===== src/rtl/display_shift_driver.sv =====
// Shifts 7-segment encoded BCD digits out to a 74HC595-style daisy chain, one frame per refresh.
// Optional build macro COMMON_ANODE_EN inverts every encoded bit (segments and dp).
module display_shift_driver #(
    parameter int NUM_DIGITS = 4,
    parameter int CLK_DIV    = 1
) (
    input  logic                    clk,
    input  logic                    reset,
    input  logic                    refresh,
    input  logic [4*NUM_DIGITS-1:0] digits,
    input  logic [NUM_DIGITS-1:0]   dp,
    input  logic                    blank_lead,
    output logic                    serial_out,
    output logic                    clk_out,
    output logic                    latch_out,
    output logic                    busy
);

    localparam int NBITS = 8 * NUM_DIGITS;
    localparam int CW    = (CLK_DIV > 1) ? $clog2(CLK_DIV) : 1;
    localparam int BW    = $clog2(NBITS);
    localparam logic [CW-1:0] CNT_LAST = CW'(CLK_DIV - 1);
    localparam logic [BW-1:0] BIT_LAST = BW'(NBITS - 1);

    typedef enum logic [1:0] {IDLE, SHIFT_LO, SHIFT_HI, LATCH} state_t;

    state_t             state;
    logic [NBITS-1:0]   sr;
    logic [NBITS-1:0]   frame;
    logic [CW-1:0]      cnt;
    logic [BW-1:0]      bitcnt;
    logic               pending;
    logic               phase_end;
    logic               start;

    function automatic logic [7:0] encode(input logic [3:0] code, input logic point,
                                          input logic blank);
        logic [6:0] seg;
        case (code)
            4'd0:    seg = 7'h3F;
            4'd1:    seg = 7'h06;
            4'd2:    seg = 7'h5B;
            4'd3:    seg = 7'h4F;
            4'd4:    seg = 7'h66;
            4'd5:    seg = 7'h6D;
            4'd6:    seg = 7'h7D;
            4'd7:    seg = 7'h07;
            4'd8:    seg = 7'h7F;
            4'd9:    seg = 7'h6F;
            default: seg = 7'h00;
        endcase
        if (blank)
            seg = '0;
`ifdef COMMON_ANODE_EN
        encode = ~{point, seg};
`else
        encode = {point, seg};
`endif
    endfunction

    // Digit 0 occupies the top byte so a plain MSB-first shift sends it first.
    always_comb begin
        frame = '0;
        for (int unsigned i = 0; i < NUM_DIGITS; i++) begin
            frame[NBITS-8-8*i +: 8] = encode(digits[4*i +: 4], dp[i],
                                             blank_lead && (i == unsigned'(NUM_DIGITS - 1)) &&
                                             (digits[4*i +: 4] == 4'd0));
        end
    end

    assign phase_end = (cnt == CNT_LAST);
    assign start     = ((state == IDLE) && refresh) ||
                       ((state == LATCH) && phase_end && (pending || refresh));

    always_ff @(posedge clk) begin
        if (reset) begin
            state      <= IDLE;
            sr         <= '0;
            cnt        <= '0;
            bitcnt     <= '0;
            pending    <= 1'b0;
            serial_out <= 1'b0;
            clk_out    <= 1'b0;
            latch_out  <= 1'b0;
            busy       <= 1'b0;
        end else begin
            if (state != IDLE && refresh)
                pending <= 1'b1;
            cnt <= (state == IDLE || phase_end) ? '0 : cnt + 1'b1;

            case (state)
                SHIFT_LO: begin
                    if (phase_end) begin
                        clk_out <= 1'b1;
                        state   <= SHIFT_HI;
                    end
                end
                SHIFT_HI: begin
                    if (phase_end) begin
                        clk_out <= 1'b0;
                        if (bitcnt == BIT_LAST) begin
                            serial_out <= 1'b0;
                            latch_out  <= 1'b1;
                            state      <= LATCH;
                        end else begin
                            sr         <= {sr[NBITS-2:0], 1'b0};
                            serial_out <= sr[NBITS-2];
                            bitcnt     <= bitcnt + 1'b1;
                            state      <= SHIFT_LO;
                        end
                    end
                end
                LATCH: begin
                    if (phase_end) begin
                        latch_out <= 1'b0;
                        busy      <= 1'b0;
                        state     <= IDLE;
                    end
                end
                default: ;
            endcase

            // A new frame (from idle or straight out of LATCH) overrides the updates above.
            if (start) begin
                sr         <= frame;
                serial_out <= frame[NBITS-1];
                clk_out    <= 1'b0;
                latch_out  <= 1'b0;
                busy       <= 1'b1;
                bitcnt     <= '0;
                pending    <= 1'b0;
                state      <= SHIFT_LO;
            end
        end
    end

endmodule


===== config.mk =====
export PLATFORM = sky130hd
export DESIGN_NAME = display_shift_driver
export DESIGN_NICKNAME = d
export VERILOG_FILES = /design/src/rtl/display_shift_driver.sv
export SDC_FILE = /design/constraint.sdc
export NUM_CORES = 1
export LEC_CHECK = 0
export ABC_AREA = 1
export CAP_MARGIN = 25
export CORE_ASPECT_RATIO = 0.75
export CORE_MARGIN = 8
export CORE_UTILIZATION = 30
export DETAILED_ROUTE_END_ITERATION = 8
export PLACE_DENSITY_LB_ADDON = 0.3
export SLEW_MARGIN = 5
export SYNTH_ARGS = -nofsm -noshare
export SYNTH_HDL_FRONTEND = slang
export SYNTH_SLANG_ARGS = --single-unit

===== constraint.sdc =====
create_clock -name clk -period 1.7 [get_ports clk]
set_input_delay 0.34 -clock clk [delete_from_list [all_inputs] [get_ports clk]]
set_output_delay 0.34 -clock clk [all_outputs]
set_load 0.1 [all_outputs]

Yosys cells after proc, flatten, opt, wreduce, memory -nomap -nowiden
Memory sizes are Yosys's and may differ from the RTL's. Cells that the tools add are included.

Word-level logic and storage cells: 81. Memories: 4. ROM bits: 448. RAM bits: 0. Bits in registers: 44. Input bits: 24. Output and inout port bits: 4. Latch bits: 0.

Memory list: (name not given) (depth 16, bits a word 7, read ports 1, clocked after memory_dff 0, wr ports 0, line 39) `case (code)`; (name not given) (depth 16, bits a word 7, read ports 1, clocked after memory_dff 0, wr ports 0, line 39); (name not given) (depth 16, bits a word 7, read ports 1, clocked after memory_dff 0, wr ports 0, line 39); (name not given) (depth 16, bits a word 7, read ports 1, clocked after memory_dff 0, wr ports 0, line 39).

Add/subtract/negate cells: 2. Div/mod/pow operators: 0. $lt $le $gt $ge: 0. Bitwise logic cells: 2. Shifts and indexed selects: 0. Equal/unequal tests: 13. Reduce and logical (&&, ||, !) cells: 27. Multipliers: 0. Mux-type cells: 23.

Operators by type and width (number): $mux 31 (4); $reduce_and 4->1 (3); $mux 1 (11); $ne 2x2->1 const B (5); $reduce_bool 2->1 (5); $ne 3x3->1 const B (3); $reduce_and 3->1 (3); $mux 2 (4); $mux 7 (1); $pmux 2 s3 (1); $add 5x1->5 const B (1); $eq 5x5->1 const B (1); $logic_and 1x1->1 (5); $eq 2x2->1 const B (2); $logic_not 4->1 (1); $pmux 1 s2 (2); $reduce_and 2->1 (2); $reduce_bool 4->1 (1); $reduce_or 2->1 (2); $logic_or 1x1->1 (3); $reduce_bool 3->1 (1); $eq 2x1->1 const B (1); $logic_not 2->1 (1); $ne 2x1->1 const B (1); other kinds (2) (3).

Logic depth before layout (Yosys ltp)
Depth in word-level cells: 6. Mapped depth: 12. Depth with buffers taken out: 11.

Worst setup path after synthesis
Ideal clock, no wire load.

Path kind: register -> register. From: reg bitcnt[0]. To: reg sr[4]. Clock period less this slack: 1603 ps. Path buffers: 1. Arrival: 1489 ps. Cell stages (with the launch flop): 12. Required time: 1586 ps. Setup time: 114 ps. Setup slack: 97 ps. Path through: dfxtp_1 > ha_1 > nand2_1 > nor2_1 > ha_1 > inv_1 > nand2_1 > nand3_2 > nand2_4 > buf_4 > a21oi_1 > nor2_1.

Cells in the longest elaborated chain, start to end: 3.

Ends and longest elaborated chain: from (decl) (line 31) `logic [BW-1:0] bitcnt;`; from (signal assigned) (line 108) `bitcnt <= bitcnt + 1'b1;`; $eq 5x5->1 (line 101) `if (bitcnt == BIT_LAST) begin`; $ne 2x2->1 (no source line); $reduce_and 3->1 (no source line); to (signal assigned) (line 106) `sr <= {sr[NBITS-2:0], 1'b0};`; to (signal assigned) (line 125) `sr <= frame;`; to (decl) (line 28) `logic [NBITS-1:0] sr;`.

No other way between the ends. A chain may end at the register's enable or synchronous reset.

Worst setup path in the final report
From: reg bitcnt[1]. To: reg sr[18].

Same word-level chain as after synthesis.

==> summary.md <==
| Metric | Value |
|---|---|
| Multi-input logic area | 1984 sq um |
| CP max stage cell | dfxtp_2 |
| CTS tree | built |
| Hold WC Path Type | flip-flop to flip-flop |
| Vias in the first global route | 2820 |
| CP Buf/Inv Count | 2 |
| Die height | 104.3 microns |
| Post-synth EDFFs | 0 |
| Outcome | completed |
| Setup Skew | 5.927 ps |
| Avg Inst Size Synth | 6.033 sq um |
| # diodes | 0 |
| Design area | 4219 sq um |
| Worst Hold Depth | 2 |
| Die ar. | 13950 sq um |
| Crit Path Max Fanout | 7 |
| Post-synth ARST share | 0% |
| Tmin final | 1681 ps |
| Vias post-DR | 3143 |
| GRT Util Overall | 10.48% |
| Detailed-router iteration count before antenna repair | 6 |
| Most frequent cells after synthesis | nand2_1 (175), nor2_1 (87), inv_1 (68) |
| # clock sinks | 44 |
| Reg-to-reg critical path endpoint | sr[18]$_SDFFE_PP0P_ |
| FF/Latch Area | 890.9 sq um |
| Final RePlAce weighted congestion | 0.8044 |
| Final setup viols | 0 |
| Fin util | 41.32% |
| Antenna violations before repair | 0 |
| Slowest stage delay, CP | 350 ps |
| Cts hold-fix bufs | 0 |
| Post-Syn Area | 3119 sq um |
| CP cell instances | ha_4, nand2_2, nor2_2, ha_2, inv_2, nand2_4, nand3_4, nand2_8, clkbuf_16, nand2_1, nand2_1, nor2_1 |
| Final layout net count | 626 |
| Reg2reg path depth | 12 |
| HPWL after detailed placement | 5263 microns |
| R2r startpoint | bitcnt[1]$_SDFFE_PP0P_ |
| Remaining antenna violation count after routing | 0 |
| Leakage power | 0.002126 uW |
| Worst-skew pair later-pin latency | 280 ps |
| Hold_sp | bitcnt[4]$_SDFFE_PP0P_ |
| Worst slack, placed | -123.5 ps |
| Worst EP required | 1880 ps |
| Most used DFF post-synth | dfxtp_1 |
| Layout cell share with drive strength beyond 1 | 16.90% |
| Initial DRC count | 191 |
| Total global routing overflow | 0 |
| RSZ-0062 raised after global routing | yes |
| Residual DRC | 0 |
| Yosys top cell area share | 28.24% |
| Area growth syn-to-layout | 35.26% |
| Pin count of the biggest net entering global routing | 33 |
| Final Hold Vio Count | 0 |
| Core area | 10210 sq um |
| Min Hold Slack | 471.0 ps |
| Final worst-path cycle share | 98.91% |
| Syn nets | 570 |
| Crit path launch type | flip-flop |
| IO Count | 28 |
| Rows | 32 |
| Vias/cell | 4.427 |
| Endpoint, Worst Hold | bitcnt[4]$_SDFFE_PP0P_ |
| Synth unique cells | 25 |
| Max-slew violations | 0 |
| Post-Synthesis Cells | 517 |
| Die width | 133.7 microns |
| Port bufs | 27 |
| Crit path max-delay family | simple AND/OR/NAND/NOR gates |
| Yosys warns | 0 |
| Yosys reg bits | 44 |
| Power, Total | 6023 uW |
| Max clock buf depth | 2 |
| Worst IR Drop VDD | 637.1 uV |
| Placed cell areas | 3801 sq um |
| Wire per inst | 10.77 microns |
| Top cells by area, synth | dfxtp_1 (28%), nand2_1 (21%), ha_1 (12%) |
| Flop-to-flop setup slack | 20 ps |
| Area leader, netlist | dfxtp_1 |
| Worst path most repeated cell | nand2_1 |
| FMAX | 594.7 MHz |
| Sequential area share after synthesis | 28.24% |
| Worst setup margin | 18.56 ps |
| Critical path class | flip-flop to flip-flop |
| Number of max-cap violations | 0 |
| Fill cells | 1057 |
| Clk root buf | clkbuf_16 |
| Top-count cell post-synth | nand2_1 |
| Initial Util | 30.55% |
| Final WL | 7646 microns |
| Crit. End Element | flip-flop |
| Clock transition at the registers of the reported paths | 60 ps |
| CTS Buf Count | 5 |
| First-pass GRT wire length | 12550 microns |
| Critical path data arrival time | 1860 ps |
| Cell Pwr Density | 1428 nW/um^2 |
| CTS H-tree depth | 2 |
how the worst max path moves through the flow:
stage,start,to,slack [ps],cells past startpoint
global route,bitcnt[1]$_SDFFE_PP0P_,sr[29]$_SDFFE_PP0P_,-60,11
floorplan,bitcnt[0]$_SDFFE_PP0P_,sr[4]$_SDFFE_PP0P_,100,11
global placement,refresh,sr[16]$_SDFFE_PP0P_,-90,10
detailed placement,refresh,sr[29]$_SDFFE_PP0P_,-120,10
finish,bitcnt[1]$_SDFFE_PP0P_,sr[18]$_SDFFE_PP0P_,20,12
CTS,bitcnt[0]$_SDFFE_PP0P_,sr[29]$_SDFFE_PP0P_,10,12
flip-flops by register name, summed over array words and instances, names as in the netlist:
signal / flops
sr: 31
bitcnt: 5
state: 2
busy: 1
clk_out: 1
cnt: 1
latch_out: 1
pending: 1
serial_out: 1
layer usage:
layer / wire length (microns) / GRT usage [%] / vias up
met3: 284 / 1.834 / 10
met4: 103 / 3.437 / 0
met5: 0 / 0 / -
met1: 3713 / 13.37 / 1390
met2: 3545 / 17.40 / 60
li1: - / - / 1683
placed cells by master (no fill, tap or decap), drive strengths merged:
cell type	n
ha	29
nand4	4
conb	1
nand3	47
clkinv	1
clkbuf	12
clkdlybuf4s50	23
dfxtp	44
o21ai	18
inv	70
nand3b	1
nor2	88
xor2	2
a21oi	14
nor3	1
buf	38
nand2	181
kinds of logic after synthesis:
| logic type | synth area share [%] |
|---|---|
| simple gates | 42.32 |
| flops | 28.24 |
| buf+inv | 11.87 |
| compound gates | 5.255 |
| other cells | 0.1202 |
| fa+ha+maj | 11.63 |
| xor+xnor | 0.5617 |
worst min-delay path: cells and delay by family, from the launching register on:
kind	cells	cell delay (ps)
AOI/OAI and AO/OA	1	50
DFF	1	310
and+or+nand+nor	1	60
through the flow:
stage | cells | TNS, ps
after floorplan | 517 | 0
after detailed placement | 693 | -2897
final | 710 | 0
after CTS | 701 | 0
after global routing | 710 | -1591
after global placement | 693 | -1845
power breakdown:
part | total [uW] | leakage, uW | switching, uW | internal (uW)
clock network | 981 | 0.0000712 | 394 | 587
logic | 3450 | 0.00169 | 1910 | 1540
registers | 1590 | 0.000364 | 187 | 1400
final cells by class:
class / count / share of cell area [%]
multi-input combinational: 386 / 47.03
sequential: 44 / 21.12
timing repair buffer: 65 / 18.03
inverter: 71 / 6.317
tap: 136 / 4.033
clock buffer: 8 / 3.470
what timing repair did:
action	CTS	global route
gates cloned	0	5
resized for setup	2	44
setup endpoints to repair	31	35
pin swaps	1	16
setup buffers	0	4
hold endpoints to repair	0	0
Note: power is estimated with default switching activity, not from simulation.
